**src/rtl/id_operand_fetch_if.sv**
```systemverilog
// Bundle of IF->ID, register-file read, write-back snoop and ID->EX signals.
// The stage uses the slave modport; the surrounding core uses the master modport.
interface id_operand_fetch_if #(
  parameter int unsigned XLEN = 32,
  parameter int unsigned RA_W = 5
);
  logic [XLEN-1:0] IF_ID_PC;
  logic [31:0]     IF_ID_IR;
  logic            IF_ID_VALID;
  logic            ID_READY;
  logic            RF_RE;
  logic [RA_W-1:0] RF_RA;
  logic [XLEN-1:0] RF_RD;
  logic            WB_WE;
  logic [RA_W-1:0] WB_ADDR;
  logic [XLEN-1:0] WB_DATA;
  logic [XLEN-1:0] ID_EX_PC;
  logic [31:0]     ID_EX_IR;
  logic [XLEN-1:0] ID_EX_A;
  logic [XLEN-1:0] ID_EX_B;
  logic [XLEN-1:0] ID_EX_IMM;
  logic            ID_EX_ILLEGAL;
  logic            ID_EX_VALID;
  logic            EX_READY;

  modport slave (
    input  IF_ID_PC, IF_ID_IR, IF_ID_VALID, RF_RD, WB_WE, WB_ADDR, WB_DATA, EX_READY,
    output ID_READY, RF_RE, RF_RA, ID_EX_PC, ID_EX_IR, ID_EX_A, ID_EX_B, ID_EX_IMM,
           ID_EX_ILLEGAL, ID_EX_VALID
  );

  modport master (
    output IF_ID_PC, IF_ID_IR, IF_ID_VALID, RF_RD, WB_WE, WB_ADDR, WB_DATA, EX_READY,
    input  ID_READY, RF_RE, RF_RA, ID_EX_PC, ID_EX_IR, ID_EX_A, ID_EX_B, ID_EX_IMM,
           ID_EX_ILLEGAL, ID_EX_VALID
  );
endinterface

```
**src/rtl/id_operand_fetch.sv**
```systemverilog
// Decode / operand-read stage: decodes one instruction, reads rs1/rs2 through the
// single registered register-file port with write-back forwarding, and hands off to EX.
module id_operand_fetch #(
  parameter int unsigned XLEN = 32,
  parameter int unsigned RA_W = 5
) (
  input  logic             clk,
  input  logic             rst,
  id_operand_fetch_if.slave bus
);

  localparam logic [6:0] OP_R      = 7'b0110011;
  localparam logic [6:0] OP_IMM    = 7'b0010011;
  localparam logic [6:0] OP_LOAD   = 7'b0000011;
  localparam logic [6:0] OP_JALR   = 7'b1100111;
  localparam logic [6:0] OP_STORE  = 7'b0100011;
  localparam logic [6:0] OP_BRANCH = 7'b1100011;
  localparam logic [6:0] OP_LUI    = 7'b0110111;
  localparam logic [6:0] OP_AUIPC  = 7'b0010111;
  localparam logic [6:0] OP_JAL    = 7'b1101111;

  typedef enum logic [2:0] {IDLE, RD1, RD2, CAPT, OUT} state_t;

  state_t          state_q, state_d;
  logic            need_rs1_q, need_rs2_q;
  logic            rd_pend_q;
  logic            fwd_hit_q;
  logic [XLEN-1:0] fwd_data_q;

  logic            dec_need_rs1, dec_need_rs2, dec_illegal;
  logic [XLEN-1:0] dec_imm;
  logic            accept;
  logic [RA_W-1:0] rs1, rs2;
  logic            wb_hit_a, wb_hit_b;
  logic            rf_re_d, id_ready_d, valid_d;
  logic [RA_W-1:0] rf_ra_d;
  logic [XLEN-1:0] opnd_a, opnd_b;

  assign accept = (state_q == IDLE) && bus.IF_ID_VALID && bus.ID_READY;
  assign rs1    = RA_W'(bus.ID_EX_IR[19:15]);
  assign rs2    = RA_W'(bus.ID_EX_IR[24:20]);

  // Format decode and immediate generation on the offered instruction
  always_comb begin
    dec_need_rs1 = 1'b0;
    dec_need_rs2 = 1'b0;
    dec_illegal  = 1'b0;
    dec_imm      = '0;
    case (bus.IF_ID_IR[6:0])
      OP_R: begin
        dec_need_rs1 = 1'b1;
        dec_need_rs2 = 1'b1;
      end
      OP_IMM, OP_LOAD, OP_JALR: begin
        dec_need_rs1 = 1'b1;
        dec_imm      = XLEN'($signed(bus.IF_ID_IR[31:20]));
      end
      OP_STORE: begin
        dec_need_rs1 = 1'b1;
        dec_need_rs2 = 1'b1;
        dec_imm      = XLEN'($signed({bus.IF_ID_IR[31:25], bus.IF_ID_IR[11:7]}));
      end
      OP_BRANCH: begin
        dec_need_rs1 = 1'b1;
        dec_need_rs2 = 1'b1;
        dec_imm      = XLEN'($signed({bus.IF_ID_IR[31], bus.IF_ID_IR[7],
                                      bus.IF_ID_IR[30:25], bus.IF_ID_IR[11:8], 1'b0}));
      end
      OP_LUI, OP_AUIPC: dec_imm = XLEN'($signed({bus.IF_ID_IR[31:12], 12'b0}));
      OP_JAL: dec_imm = XLEN'($signed({bus.IF_ID_IR[31], bus.IF_ID_IR[19:12],
                                        bus.IF_ID_IR[20], bus.IF_ID_IR[30:21], 1'b0}));
      default: dec_illegal = 1'b1;
    endcase
  end

  always_ff @(posedge clk) begin
    if (rst) state_q <= IDLE;
    else     state_q <= state_d;
  end

  always_comb begin
    state_d = state_q;
    case (state_q)
      IDLE:    if (accept) state_d = RD1;
      RD1:     state_d = RD2;
      RD2:     state_d = CAPT;
      CAPT:    state_d = OUT;
      OUT:     if (bus.EX_READY) state_d = IDLE;
      default: state_d = IDLE;
    endcase
  end

  assign wb_hit_a = bus.WB_WE && need_rs1_q && (rs1 != '0) && (bus.WB_ADDR == rs1);
  assign wb_hit_b = bus.WB_WE && need_rs2_q && (rs2 != '0) && (bus.WB_ADDR == rs2);

  // Next values of registered outputs; a capture-cycle write beats an issue-cycle one
  always_comb begin
    rf_re_d    = 1'b0;
    rf_ra_d    = '0;
    id_ready_d = (state_d == IDLE);
    valid_d    = (state_d == OUT);
    opnd_a     = '0;
    opnd_b     = '0;
    if (wb_hit_a)       opnd_a = bus.WB_DATA;
    else if (fwd_hit_q) opnd_a = fwd_data_q;
    else if (rd_pend_q) opnd_a = bus.RF_RD;
    if (wb_hit_b)       opnd_b = bus.WB_DATA;
    else if (fwd_hit_q) opnd_b = fwd_data_q;
    else if (rd_pend_q) opnd_b = bus.RF_RD;
    case (state_q)
      IDLE: if (accept && dec_need_rs1 && (bus.IF_ID_IR[19:15] != 5'd0)) begin
        rf_re_d = 1'b1;
        rf_ra_d = RA_W'(bus.IF_ID_IR[19:15]);
      end
      RD1: if (need_rs2_q && (rs2 != '0)) begin
        rf_re_d = 1'b1;
        rf_ra_d = rs2;
      end
      default: ;
    endcase
  end

  always_ff @(posedge clk) begin
    if (rst) begin
      bus.ID_READY      <= 1'b1;
      bus.RF_RE         <= 1'b0;
      bus.RF_RA         <= '0;
      bus.ID_EX_PC      <= '0;
      bus.ID_EX_IR      <= '0;
      bus.ID_EX_A       <= '0;
      bus.ID_EX_B       <= '0;
      bus.ID_EX_IMM     <= '0;
      bus.ID_EX_ILLEGAL <= 1'b0;
      bus.ID_EX_VALID   <= 1'b0;
      need_rs1_q        <= 1'b0;
      need_rs2_q        <= 1'b0;
      rd_pend_q         <= 1'b0;
      fwd_hit_q         <= 1'b0;
      fwd_data_q        <= '0;
    end else begin
      bus.ID_READY    <= id_ready_d;
      bus.RF_RE       <= rf_re_d;
      bus.RF_RA       <= rf_ra_d;
      bus.ID_EX_VALID <= valid_d;
      rd_pend_q       <= bus.RF_RE;
      case (state_q)
        IDLE: if (accept) begin
          bus.ID_EX_PC      <= bus.IF_ID_PC;
          bus.ID_EX_IR      <= bus.IF_ID_IR;
          bus.ID_EX_IMM     <= dec_imm;
          bus.ID_EX_ILLEGAL <= dec_illegal;
          need_rs1_q        <= dec_need_rs1;
          need_rs2_q        <= dec_need_rs2;
          fwd_hit_q         <= 1'b0;
        end
        RD1: begin
          fwd_hit_q  <= wb_hit_a;
          fwd_data_q <= bus.WB_DATA;
        end
        RD2: begin
          bus.ID_EX_A <= opnd_a;
          fwd_hit_q   <= wb_hit_b;
          fwd_data_q  <= bus.WB_DATA;
        end
        CAPT: bus.ID_EX_B <= opnd_b;
        default: ;
      endcase
    end
  end

endmodule

```
**src/flat_wrapper.sv**
```systemverilog
// flat-port wrapper written by rule: the top's interface ports become plain ports
module id_operand_fetch_flat 
#(
  parameter int unsigned XLEN = 32,
  parameter int unsigned RA_W = 5
)
  (clk, rst, bus_IF_ID_PC, bus_IF_ID_IR, bus_IF_ID_VALID, bus_RF_RD, bus_WB_WE, bus_WB_ADDR, bus_WB_DATA, bus_EX_READY, bus_ID_READY, bus_RF_RE, bus_RF_RA, bus_ID_EX_PC, bus_ID_EX_IR, bus_ID_EX_A, bus_ID_EX_B, bus_ID_EX_IMM, bus_ID_EX_ILLEGAL, bus_ID_EX_VALID);
  id_operand_fetch_if #(.XLEN(XLEN), .RA_W(RA_W)) bus_i ();
  input  logic clk;
  input  logic rst;
  input wire logic [$bits(bus_i.IF_ID_PC)-1:0] bus_IF_ID_PC;
  input wire logic [$bits(bus_i.IF_ID_IR)-1:0] bus_IF_ID_IR;
  input wire logic [$bits(bus_i.IF_ID_VALID)-1:0] bus_IF_ID_VALID;
  input wire logic [$bits(bus_i.RF_RD)-1:0] bus_RF_RD;
  input wire logic [$bits(bus_i.WB_WE)-1:0] bus_WB_WE;
  input wire logic [$bits(bus_i.WB_ADDR)-1:0] bus_WB_ADDR;
  input wire logic [$bits(bus_i.WB_DATA)-1:0] bus_WB_DATA;
  input wire logic [$bits(bus_i.EX_READY)-1:0] bus_EX_READY;
  output wire logic [$bits(bus_i.ID_READY)-1:0] bus_ID_READY;
  output wire logic [$bits(bus_i.RF_RE)-1:0] bus_RF_RE;
  output wire logic [$bits(bus_i.RF_RA)-1:0] bus_RF_RA;
  output wire logic [$bits(bus_i.ID_EX_PC)-1:0] bus_ID_EX_PC;
  output wire logic [$bits(bus_i.ID_EX_IR)-1:0] bus_ID_EX_IR;
  output wire logic [$bits(bus_i.ID_EX_A)-1:0] bus_ID_EX_A;
  output wire logic [$bits(bus_i.ID_EX_B)-1:0] bus_ID_EX_B;
  output wire logic [$bits(bus_i.ID_EX_IMM)-1:0] bus_ID_EX_IMM;
  output wire logic [$bits(bus_i.ID_EX_ILLEGAL)-1:0] bus_ID_EX_ILLEGAL;
  output wire logic [$bits(bus_i.ID_EX_VALID)-1:0] bus_ID_EX_VALID;
  assign bus_i.IF_ID_PC = bus_IF_ID_PC;
  assign bus_i.IF_ID_IR = bus_IF_ID_IR;
  assign bus_i.IF_ID_VALID = bus_IF_ID_VALID;
  assign bus_i.RF_RD = bus_RF_RD;
  assign bus_i.WB_WE = bus_WB_WE;
  assign bus_i.WB_ADDR = bus_WB_ADDR;
  assign bus_i.WB_DATA = bus_WB_DATA;
  assign bus_i.EX_READY = bus_EX_READY;
  assign bus_ID_READY = bus_i.ID_READY;
  assign bus_RF_RE = bus_i.RF_RE;
  assign bus_RF_RA = bus_i.RF_RA;
  assign bus_ID_EX_PC = bus_i.ID_EX_PC;
  assign bus_ID_EX_IR = bus_i.ID_EX_IR;
  assign bus_ID_EX_A = bus_i.ID_EX_A;
  assign bus_ID_EX_B = bus_i.ID_EX_B;
  assign bus_ID_EX_IMM = bus_i.ID_EX_IMM;
  assign bus_ID_EX_ILLEGAL = bus_i.ID_EX_ILLEGAL;
  assign bus_ID_EX_VALID = bus_i.ID_EX_VALID;
  id_operand_fetch #(.XLEN(XLEN), .RA_W(RA_W)) u_core (.clk(clk), .rst(rst), .bus(bus_i));
endmodule
```
**config.mk**
```make
export PLATFORM = sky130hd
export DESIGN_NAME = id_operand_fetch_flat
export DESIGN_NICKNAME = d
export VERILOG_FILES = /design/src/rtl/id_operand_fetch_if.sv /design/src/rtl/id_operand_fetch.sv /design/src/flat_wrapper.sv
export SDC_FILE = /design/constraint.sdc
export NUM_CORES = 1
export LEC_CHECK = 0
export BUFFER_PORTS_ARGS = -buffer_cell sky130_fd_sc_hd__buf_4
export CORE_MARGIN = 5
export CORE_UTILIZATION = 49
export CTS_CLUSTER_SIZE = 10
export DETAILED_ROUTE_END_ITERATION = 16
export PLACE_DENSITY_LB_ADDON = 0.25
export SYNTH_ARGS = -nofsm -noshare
export SYNTH_HDL_FRONTEND = slang
export SYNTH_SLANG_ARGS = --single-unit
export TNS_END_PERCENT = 50
```
**constraint.sdc**
```tcl
create_clock -name clk -period 2.15 [get_ports clk]
set_input_delay 0.1075 -clock clk [delete_from_list [all_inputs] [get_ports clk]]
set_output_delay 0.1075 -clock clk [all_outputs]
set_load 0.01 [all_outputs]
```
==> results of run 1 <==
## how the worst max path moves through the flow
| stage | startpoint | cells past startpoint | to |
|---|---|---|---|
| floorplan | u_core.bus.ID_READY$_SDFF_PP1_ | 7 | u_core.bus.ID_EX_IMM[5]$_SDFFE_PP0P_ |
| global route | u_core.bus.ID_READY$_SDFF_PP1_ | 5 | u_core.bus.ID_EX_IMM[20]$_SDFFE_PP0P_ |
| finish | u_core.state_q[2]$_SDFF_PP0_ | 5 | u_core.bus.ID_EX_IMM[23]$_SDFFE_PP0P_ |
| CTS | u_core.bus.ID_READY$_SDFF_PP1_ | 5 | u_core.bus.ID_EX_IMM[20]$_SDFFE_PP0P_ |
| detailed placement | u_core.bus.ID_READY$_SDFF_PP1_ | 5 | u_core.bus.ID_EX_IMM[20]$_SDFFE_PP0P_ |
| global placement | u_core.bus.ID_READY$_SDFF_PP1_ | 5 | u_core.bus.ID_EX_IMM[9]$_SDFFE_PP0P_ |
## worst max-delay path, stage by stage (launching register included)
cell,delay [ps]
dfxtp_1,340
buf_4,220
nor4_4,90
nor2_1,900
nand2_1,150
o21ai_1,130
## sequential cells by signal, indices dropped and copies added (netlist names)
signal / flops
u_core.bus.ID_EX_PC: 32
u_core.bus.ID_EX_B: 32
u_core.rd_pend_q: 1
u_core.bus.ID_EX_IMM: 32
u_core.fwd_data_q: 32
u_core.bus.ID_EX_VALID: 1
u_core.bus.ID_READY: 1
u_core.bus.RF_RE: 1
u_core.bus.RF_RA: 5
u_core.bus.ID_EX_A: 32
u_core.state_q: 3
u_core.bus.ID_EX_IR: 32
u_core.need_rs1_q: 1
u_core.fwd_hit_q: 1
u_core.need_rs2_q: 1
u_core.bus.ID_EX_ILLEGAL: 1
## per-stage QoR
step           total power, uW  area, sq um  hold WS (ps)  setup WS [ps]
2_1_floorplan             4960         8320           233            487
5_1_grt                   9640        12400          39.1           98.3
3_5_place_dp              5660        10800           363            275
3_3_place_gp              5640        10800           355            325
4_1_cts                   9300        12400          1.14            253
6_report                  9290        12400          17.4            226
## timing repair
item | CTS | global route
setup buffers | 0 | 0
endpoints found under the hold margin | 201 | 0
hold buffers | 100 | 0
## final cells by class
| cell class | count | area (sq um) | area share |
|---|---|---|---|
| clock buffers | 26 | 639 | 0.0514 |
| multi-input cells | 745 | 3840 | 0.309 |
| repair buffers | 431 | 3510 | 0.282 |
| well taps | 220 | 275 | 0.0221 |
| flip-flops and latches | 208 | 4160 | 0.335 |
| diodes | 1 | 2.50 | 0.000201 |
| inverters | 1 | 3.75 | 0.000302 |
## layer usage
layer  vias to the layer above  share of wire  wire (um)
met4                         0          0.036       1050
met1                      4054           0.39      11500
met3                        82           0.10       3060
met5                         -              0          0
li1                       4245              -          -
met2                       438           0.47      13800
## cells by family (layout without fill, tap and decap cells)
logic type | count (synthesis) | in the layout
other cells | 0 | 1
mux | 32 | 32
simple gates | 397 | 397
xor+xnor | 9 | 9
compound gates | 307 | 307
flops | 208 | 208
buf+inv | 77 | 458
## report_power, final
group	switching, uW	internal [uW]
registers	132	4060
clock network	1450	2060
logic	865	715
total	2450	6840
## placed cells by master (no fill, tap or decap), types with 3 or more instances in the layout
| cell | count |
|---|---|
| clkbuf_16 | 25 |
| o21ai_1 | 50 |
| buf_4 | 329 |
| nand3b_1 | 3 |
| dfxtp_1 | 208 |
| xnor2_1 | 3 |
| nand3_1 | 7 |
| a21oi_1 | 117 |
| a211oi_1 | 8 |
| a21o_1 | 4 |
| nand2_1 | 293 |
| nand2b_1 | 5 |
| a22o_1 | 37 |
| dlygate4sd3_1 | 100 |
| mux2i_1 | 32 |
| o21ai_0 | 67 |
| nor3_1 | 3 |
| a22oi_1 | 10 |
| nor2_1 | 61 |
| xor2_1 | 6 |
| a21oi_2 | 3 |
==> impl_metrics.csv, run 1 <==
group,metric,value,unit
timing,timing_hold_violations_final,0,
place,dp_cells,1505,
place,gp_congestion,0.863,
status,status,"completed",
die,initial_utilization,0.500,
global_routing,grt-busiest-layer,"met2",
synth,synthMostInstantiatedCell,"nand2_1",
global_routing,grt_util_met3,0.0811,
clock_tree,h-tree-depth,1,
pwr,power_density,747,nW/um^2
synth,ys_seq_area_frac,0.500,
min_path,min_path_cells,4,
final_layout,nFillCells,1174,
final_layout,final_cells,1632,
detailed_routing,drt_iter0_markers,574,
final_layout,utilization,0.747,
synth,avgSynthCellArea,8.08,sq um
detailed_routing,via_per_inst,5.40,
final_layout,fin_nets,1549,
synth,syn_inst,1030,
die,die_area,19700,sq um
detailed_routing,wl_per_cell,18.0,um
final_layout,drive_gt1_frac,0.265,
job,drv_cap,0,
synth,synth_top_family_by_area,"compound AO/OA/AOI/OAI gates",
clock_tree,cts_buffers,24,
global_routing,use_met1,0.346,
timing,skew,6.51,ps
place,port_buffers,306,
timing,clock.fmax,520,MHz
global_routing,track_usage,0.281,
worst_setup_path,rr_startpoint,"u_core.state_q[2]$_SDFF_PP0_",
synth,synth-simple-area-share,0.195,
pwr,vdd_drop_max,0.000647,V
synth,post-synth-top-area-fraction,0.500,
die,io_pins,307,
timing,post-route-min-period,1920,ps
worst_setup_path,end_kind,"flop",
clock_tree,cts_sinks,208,
place,place_hpwl,19100,um
worst_setup_path,ff2ff_path_depth,5,
timing,slew_viol_final,0,
die,rows,47,
synth,synthTopCellsByCount,"nand2_1, dfxtp_1, a21oi_1",
synth,yosys-top-cells-area,"dfxtp_1, nand2_1, a21oi_1",
min_path,holdPathEnd,"u_core.bus.ID_EX_A[28]$_SDFFE_PP0N_",
synth,async_flop_share,0,
clock_tree,clk_pin_slew,50,ps
min_path,hp-start,"bus_RF_RD[28]",
synth,synth-warning-count,0,
pwr,p_leak,0.00534,uW
synth,synthMuxAreaShare,0.0385,
synth,synth_compound_area_frac,0.215,
global_routing,grt_max_degree,70,
synth,ys_ff_latch,208,
clock_tree,insertion_delay,500,ps
clock_tree,ctsRootBufferMaster,"clkbuf_16",
detailed_routing,wl,29400,um
timing,rsz0062_at_grt,"false",
worst_setup_path,required,2570,ps
synth,syn_nets,1168,
timing,setup_violations,0,
min_path,hold_class,"in -> reg",
worst_setup_path,ff2ff_setup_slack,230,ps
detailed_routing,routed-via-count,8819,
detailed_routing,drc,0,
synth,synthAdderAreaFrac,0,
synth,synth_edf_count,0,
timing,slew_headroom,0.196,
final_layout,syn_to_final_growth,49.5,%
global_routing,grtUsageMet2,0.472,
worst_setup_path,cp.arrival,2350,ps
timing,tightest_slew,1200,ps
detailed_routing,first_pass_iters,5,
worst_setup_path,reg2reg_to,"u_core.bus.ID_EX_IMM[23]$_SDFFE_PP0P_",
detailed_routing,ant_nets,0,
synth,synth_area,8320,sq um
synth,yosys.area.top_type,"dfxtp_1",
global_routing,grt_pass1_wl,46200,um
worst_setup_path,critical_path_class,"reg -> reg",
clock_tree,clk_path_buf_depth,3,
clock_tree,cts.repair.resized,0,
die,dieHeight,140,um
worst_setup_path,path_max_fanout,17,
global_routing,antenna_found_initial,1,
die,core_area,16600,sq um
worst_setup_path,start_kind,"flop",
synth,synth.distinct_cells,48,
timing,fin_crit_sh,0.895,
clock_tree,cts_tree,"built",
global_routing,overflow,0,
synth,yosys_most_used_dff,"dfxtp_1",
timing,tns,0,ps
global_routing,grt_pass1_vias,8716,
die,die_w,140,um
synth,synth_xor_area_frac,0.00947,
No activity file was read; power rests on OpenSTA's default activity.
==> run 2: changes to the inputs <==
--- a/config.mk
+++ b/config.mk
@@ -5,9 +5,10 @@
 export SDC_FILE = /design/constraint.sdc
 export NUM_CORES = 1
 export LEC_CHECK = 0
+export ABC_AREA = 1
 export BUFFER_PORTS_ARGS = -buffer_cell sky130_fd_sc_hd__buf_4
 export CORE_MARGIN = 5
-export CORE_UTILIZATION = 49
+export CORE_UTILIZATION = 51
 export CTS_CLUSTER_SIZE = 10
 export DETAILED_ROUTE_END_ITERATION = 16
 export PLACE_DENSITY_LB_ADDON = 0.25
==> run 2 against run 1 <==
  * Clock skew is 4.2 ps higher
  * Combinational power is 130% higher
  * Critical path depth is 3 higher
  * Fmax is 15% higher
  * Wire length is 15% higher
  * Core utilization is 1.9 points lower
  * First-iteration DRC count is 58% higher
  * Synthesized area is 15% higher
  * Die area is 9.7% higher
  * Worst hold slack better by 15 ps
  * Synthesized cell count is 41% higher
  * Clock power is 2% higher
  * Critical path type unchanged
  * Largest cell class is now multi-input combinational cells
==> impl_metrics.csv, run 2 <==
group,metric,value,unit
synth,ys_ff_latch,208,
global_routing,grt_pass1_wl,54100,um
detailed_routing,drc,0,
timing,fin_crit_sh,0.781,
pwr,power_density,896,nW/um^2
detailed_routing,wl,33800,um
final_layout,nFillCells,1451,
final_layout,drive_gt1_frac,0.215,
global_routing,grt_max_degree,80,
job,drv_cap,0,
die,die_area,21600,sq um
final_layout,final_common_cell,"nand2_1",
final_layout,antenna_cells,0,
min_path,hold_class,"in -> reg",
worst_setup_path,cp_num_buf_inv,1,
global_routing,antenna_found_initial,0,
die,core_area,18600,sq um
synth,synth-warning-count,0,
clock_tree,clk_path_buf_depth,3,
die,dieHeight,147,um
worst_setup_path,path_max_fanout,68,
detailed_routing,first_pass_iters,5,
timing,skew,10.7,ps
synth,synthTopCellsByCount,"nand2_1, nor2_1, dfxtp_1",
timing,fin_hold_ws,32.4,ps
synth,yosys.area.top_type,"dfxtp_1",
timing,tightest_slew,609,ps
synth,syn_nets,1589,
detailed_routing,ant_nets,0,
final_layout,fin_nets,1942,
worst_setup_path,cp.arrival,2110,ps
timing,timing_hold_violations_final,0,
synth,post-synth-top-area-fraction,0.435,
synth,yosys_most_used_dff,"dfxtp_1",
clock_tree,post_cts_buffers,0,
status,status,"completed",
timing,slew_viol_final,0,
worst_setup_path,path_common_cell,"nand2_1",
pwr,p_leak,0.00653,uW
timing,setup_violations,0,
synth,synth_area,9570,sq um
place,gp_congestion,0.875,
global_routing,track_usage,0.298,
timing,setup_slack,470,ps
synth,synth_edf_count,0,
clock_tree,cts_tree,"built",
synth,avgSynthCellArea,6.59,sq um
die,io_pins,307,
final_layout,final_cell_mix,"nand2_1, buf_4, nor2_1, dfxtp_1, nand3_1",
clock_tree,cts_sinks,208,
worst_setup_path,max_stage_delay,350,ps
timing,clock.fmax,595,MHz
timing,post-route-min-period,1680,ps
worst_setup_path,critical_path_class,"reg -> reg",
clock_tree,cts_buffers,25,
global_routing,overflow,0,
worst_setup_path,cp_top_family,"simple AND/OR/NAND/NOR gates",
clock_tree,ctsRootBufferMaster,"clkbuf_16",
synth,syn_inst,1451,
timing,rsz0062_at_grt,"false",
timing,slew_headroom,0.593,
global_routing,grt_pass1_vias,10700,
worst_setup_path,crit_chain,"nor2_1, nand2_1, nor2_4, buf_12, nand2_1, nand2_2, nand3_1, a21oi_1",
die,rows,50,
final_layout,syn_to_final_growth,41.5,%
worst_setup_path,start_kind,"flop",
worst_setup_path,end_kind,"flop",
synth,ys_seq_area_frac,0.435,
die,initial_utilization,0.515,
detailed_routing,wl_per_cell,16.6,um
synth,synth.distinct_cells,30,
place,place_hpwl,21300,um
synth,yosys-top-cells-area,"dfxtp_1, nand2_1, nor2_1",
synth,async_flop_share,0,
worst_setup_path,crit_slowest_cell,"dfxtp_1",
place,port_buffers,306,
detailed_routing,via_per_inst,5.39,
detailed_routing,drt_iter0_markers,907,
clock_tree,clk_pin_slew,50,ps
detailed_routing,routed-via-count,11000,
clock_tree,insertion_delay,500,ps
place,dp_slack,516,ps
timing,tns,0,ps
worst_setup_path,required,2580,ps
clock_tree,h-tree-depth,1,
die,die_w,147,um
synth,synthMostInstantiatedCell,"nand2_1",
pwr,vdd_drop_max,0.000894,V
-- run 2: cell types whose count changed in the layout (fill, tap and decap cells not counted), sizes merged, moves of 5 or more --
cell,previous run,this run
a21oi,120,63
nand4,1,34
a22o,37,0
o21ai,118,91
nor2,63,310
inv,1,102
nand2b,5,0
xor2,6,0
a211oi,8,0
mux2i,32,0
nand3,7,179
a22oi,10,0
nand2,294,356
-- run 2: path summary, 6_finish.rpt --
kind / endpoint / startpoint / slack [ps] / cells past startpoint
worst max-delay path: u_core.bus.RF_RA[3]$_SDFF_PP0_ / u_core.state_q[0]$_SDFF_PP0_ / 470 / 8
worst min-delay path: u_core.state_q[2]$_SDFF_PP0_ / bus_EX_READY / 30 / 4
worst max register to register: u_core.bus.RF_RA[3]$_SDFF_PP0_ / u_core.state_q[0]$_SDFF_PP0_ / 470 / 8
worst min register to register: u_core.rd_pend_q$_SDFF_PP0_ / u_core.bus.RF_RE$_SDFF_PP0_ / 470 / 2
-- run 2: per-layer routing --
metal / vias to the layer above / part of all wire / track usage
li1: 5298 / - / -
met1: 4959 / 0.37 / 0.353
met2: 625 / 0.49 / 0.516
met3: 112 / 0.10 / 0.0722
met4: 0 / 0.037 / 0.125
met5: - / 0 / 0
-- run 2: cell type report --
cell class,count,area (sq um),share of cell area
timing repair buffer,424,3490,0.258
clock inverter,2,12.5,0.000924
tap,234,293,0.0216
inverter,102,383,0.0283
sequential,208,4160,0.308
clock buffer,28,647,0.0478
multi-input combinational,1043,4550,0.336
-- run 2: cell families after synthesis --
kind of cell	after synthesis	synth area share
AOI/OAI and AO/OA	157	0.0828
xor gates and xnor gates	1	0.000916
buffers and inverters	200	0.0906
DFF	208	0.435
and+or+nand+nor	885	0.390
-- run 2: stage by stage --
| stage | util | cell area [sq um] | std cells | total power (uW) |
|---|---|---|---|---|
| 6_report | 0.728 | 13500 | 2041 | 12100 |
| 3_3_place_gp | 0.641 | 11900 | 1915 | 8280 |
| 3_5_place_dp | 0.641 | 11900 | 1915 | 8370 |
| 2_1_floorplan | - | 9570 | 1451 | 6820 |
| 5_1_grt | 0.728 | 13500 | 2041 | 12800 |
| 4_1_cts | 0.728 | 13500 | 2041 | 12100 |
-- run 2: repair_timing --
item                      CTS  global route
hold endpoints to repair  179             0
resized for setup           0             0
hold buffers               96             0
-- run 2: report_power, final --
group	switching (uW)	internal [uW]	leakage (uW)	total (uW)
Combinational	2150	1460	0.00451	3620
Clock	1490	2090	0.000322	3580
Sequential	391	4530	0.00170	4920
Total	4040	8080	0.00653	12100
-- run 2: worst reg2reg max path, stage by stage (launching register included) --
cell and delay, ps:
dfxtp_1 350, nor2_1 160, nand2_1 100, nor2_4 150
buf_12 280, nand2_1 210, nand2_2 150, nand3_1 100
a21oi_1 120
==> run 3: changes to the inputs <==
--- a/config.mk
+++ b/config.mk
@@ -8,7 +8,7 @@
 export ABC_AREA = 1
 export BUFFER_PORTS_ARGS = -buffer_cell sky130_fd_sc_hd__buf_4
 export CORE_MARGIN = 5
-export CORE_UTILIZATION = 51
+export CORE_UTILIZATION = 46
 export CTS_CLUSTER_SIZE = 10
 export DETAILED_ROUTE_END_ITERATION = 16
 export PLACE_DENSITY_LB_ADDON = 0.25
==> constraint.sdc (replaced) <==
create_clock -name clk -period 1.4 [get_ports clk]
set_input_delay 0.07 -clock clk [delete_from_list [all_inputs] [get_ports clk]]
set_output_delay 0.07 -clock clk [all_outputs]
set_load 0.01 [all_outputs]
==> run 3 against run 2 <==
  * The flow now finishes with violations (setup timing)
  * Via count increased by 12%
  * Wire length increased by 27%
  * Clock power increased by 65%
  * Die area increased by 10%
  * Clock-buffer cell count increased by 3
  * Power increased by 83%
  * Worst hold slack got worse by 21 ps
  * Core utilization increased by 8.1 points
  * Highest routed layer unchanged
==> impl_metrics.csv, run 3 (synthesized netlist as in run 2, its figures left out) <==
group,metric,value,unit
final_layout,fin_nets,2055,
pwr,p_leak,0.00760,uW
global_routing,grt_max_degree,117,
timing,slew_headroom,0.615,
detailed_routing,via_per_inst,5.63,
die,rows,52,
pwr,power_frac_seq,0.343,
timing,timing_hold_violations_final,0,
pwr,p_int,14600,uW
clock_tree,h-tree-depth,1,
global_routing,overflow,0,
timing,rsz0062_at_grt,"true",
worst_setup_path,ff2ff_path_depth,11,
timing,slew_viol_final,0,
worst_setup_path,required,1810,ps
pwr,power_density,1350,nW/um^2
pwr,combPwrFrac,0.391,
detailed_routing,ant_nets,0,
final_layout,syn_to_final_growth,72.4,%
timing,setup_slack,-161,ps
die,die_w,154,um
min_path,min_path_cells,7,
clock_tree,cts_buffers,25,
final_layout,final_common_cell,"buf_4",
die,core_area,20400,sq um
worst_setup_path,critical_path_class,"reg -> reg",
die,dieHeight,154,um
timing,fin_crit_sh,1.11,
pwr,p_switching,7580,uW
die,die_area,23800,sq um
worst_setup_path,cp.arrival,1970,ps
detailed_routing,drc,0,
pwr,p_sw_frac,0.341,
timing,setup_violations,100,
timing,skew,8.18,ps
place,place_hpwl,22600,um
min_path,holdPathEnd,"u_core.bus.ID_EX_B[29]$_SDFFE_PP0N_",
die,io_pins,307,
clock_tree,clk_pin_slew,60,ps
job,drv_cap,0,
clock_tree,clk_path_buf_depth,3,
final_layout,nFillCells,1199,
place,gp_congestion,0.872,
final_layout,final_cell_mix,"buf_4, nor2_1, nand2_1, dfxtp_1, nand3_1",
worst_setup_path,rr_startpoint,"u_core.bus.ID_EX_IR[21]$_SDFFE_PP0P_",
global_routing,track_usage,0.296,
worst_setup_path,end_kind,"flop",
worst_setup_path,ff2ff_setup_slack,-160,ps
global_routing,grt_pass1_vias,11300,
timing,tightest_slew,578,ps
clock_tree,cts_tree,"built",
die,initial_utilization,0.470,
pwr,clkPwrFrac,0.265,
timing,post-route-min-period,1560,ps
global_routing,grt_pass1_wl,58500,um
place,port_buffers,306,
timing,clock.fmax,641,MHz
min_path,hp-start,"bus_RF_RD[29]",
clock_tree,cts_sinks,208,
final_layout,drive_gt1_frac,0.390,
detailed_routing,drt_iter0_markers,1177,
place,dp_slack,-578,ps
worst_setup_path,reg2reg_to,"u_core.bus.ID_EX_B[1]$_SDFFE_PP0N_",
detailed_routing,routed-via-count,12300,
global_routing,antenna_found_initial,1,
clock_tree,ctsRootBufferMaster,"clkbuf_16",
detailed_routing,wl,42900,um
detailed_routing,wl_per_cell,19.5,um
status,status,"finished, violations left",
worst_setup_path,start_kind,"flop",
detailed_routing,first_pass_iters,8,
min_path,hold_class,"in -> reg",
worst_setup_path,path_max_fanout,5,
timing,fin_hold_ws,11.6,ps
clock_tree,insertion_delay,510,ps
pwr,vdd_drop_max,0.00107,V
status,violations,"setup timing",
## run 3: power by group through the flow
stage          clock network [uW]  logic, uW  registers [uW]
2_1_floorplan                   0       2600            7870
5_1_grt                      6180       9210            7710
3_3_place_gp                    0       5760            7580
6_report                     5900       8700            7630
4_1_cts                      5920       6920            7520
3_5_place_dp                    0       5850            7590
## run 3: cell type report
type | instances | area (sq um) | area share
antenna | 1 | 2.50 | 0.000152
clock buffer | 31 | 668 | 0.0405
clock inverter | 1 | 30.0 | 0.00182
inverter | 102 | 403 | 0.0244
multi-input combinational | 1044 | 5690 | 0.345
sequential | 208 | 4190 | 0.254
tap | 270 | 338 | 0.0205
timing repair buffer | 536 | 5170 | 0.314
## run 3: worst max path at each step
stage                                    startpoint                                   to  cells after the start
2_1_floorplan  u_core.bus.ID_EX_IR[23]$_SDFFE_PP0P_  u_core.bus.ID_EX_B[30]$_SDFFE_PP0N_                     12
3_3_place_gp   u_core.bus.ID_EX_IR[15]$_SDFFE_PP0P_        u_core.fwd_hit_q$_SDFFE_PP0P_                      8
3_5_place_dp   u_core.bus.ID_EX_IR[15]$_SDFFE_PP0P_        u_core.fwd_hit_q$_SDFFE_PP0P_                      8
4_1_cts                u_core.state_q[1]$_SDFF_PP0_  u_core.bus.ID_EX_A[20]$_SDFFE_PP0N_                     11
5_1_grt        u_core.bus.ID_EX_IR[23]$_SDFFE_PP0P_  u_core.bus.ID_EX_B[11]$_SDFFE_PP0N_                     11
6_report       u_core.bus.ID_EX_IR[21]$_SDFFE_PP0P_   u_core.bus.ID_EX_B[1]$_SDFFE_PP0N_                     11
## run 3: critical path, stage by stage (launching register included)
cell	delay, ps
dfxtp_1	340
nand2_1	120
nand2_2	60
inv_2	40
nand2_2	50
nor2_4	130
nand3_4	210
clkbuf_16	250
nand2_4	60
nand3_2	70
nand2_1	70
inv_1	40
## run 3: what timing repair did
item | 4_1_cts | 5_1_grt
setup endpoints to repair | 201 | 195
buffers inserted | 20 | 11
resized for setup | 128 | 278
pin swaps | 16 | 47
gates cloned | 6 | 19
endpoints found under the hold margin | 195 | 0
hold buffers | 106 | 0
## run 3: per-stage QoR
step | cell area, sq um | instances | power, uW | TNS [ps] | utilization
2_1_floorplan | 9570 | 1451 | 10500 | 0 | -
3_3_place_gp | 12500 | 1999 | 13300 | -28180 | 0.613
3_5_place_dp | 12500 | 1999 | 13400 | -36730 | 0.613
4_1_cts | 15000 | 2163 | 20400 | -3160 | 0.738
5_1_grt | 16500 | 2192 | 23100 | -18840 | 0.810
6_report | 16500 | 2193 | 22200 | -8990 | 0.810
## run 3: routing by layer
layer / wire (um) / track usage
met1: 14900 / 0.352
met2: 20700 / 0.514
met3: 4900 / 0.0726
met4: 2380 / 0.118
met5: 0 / 0
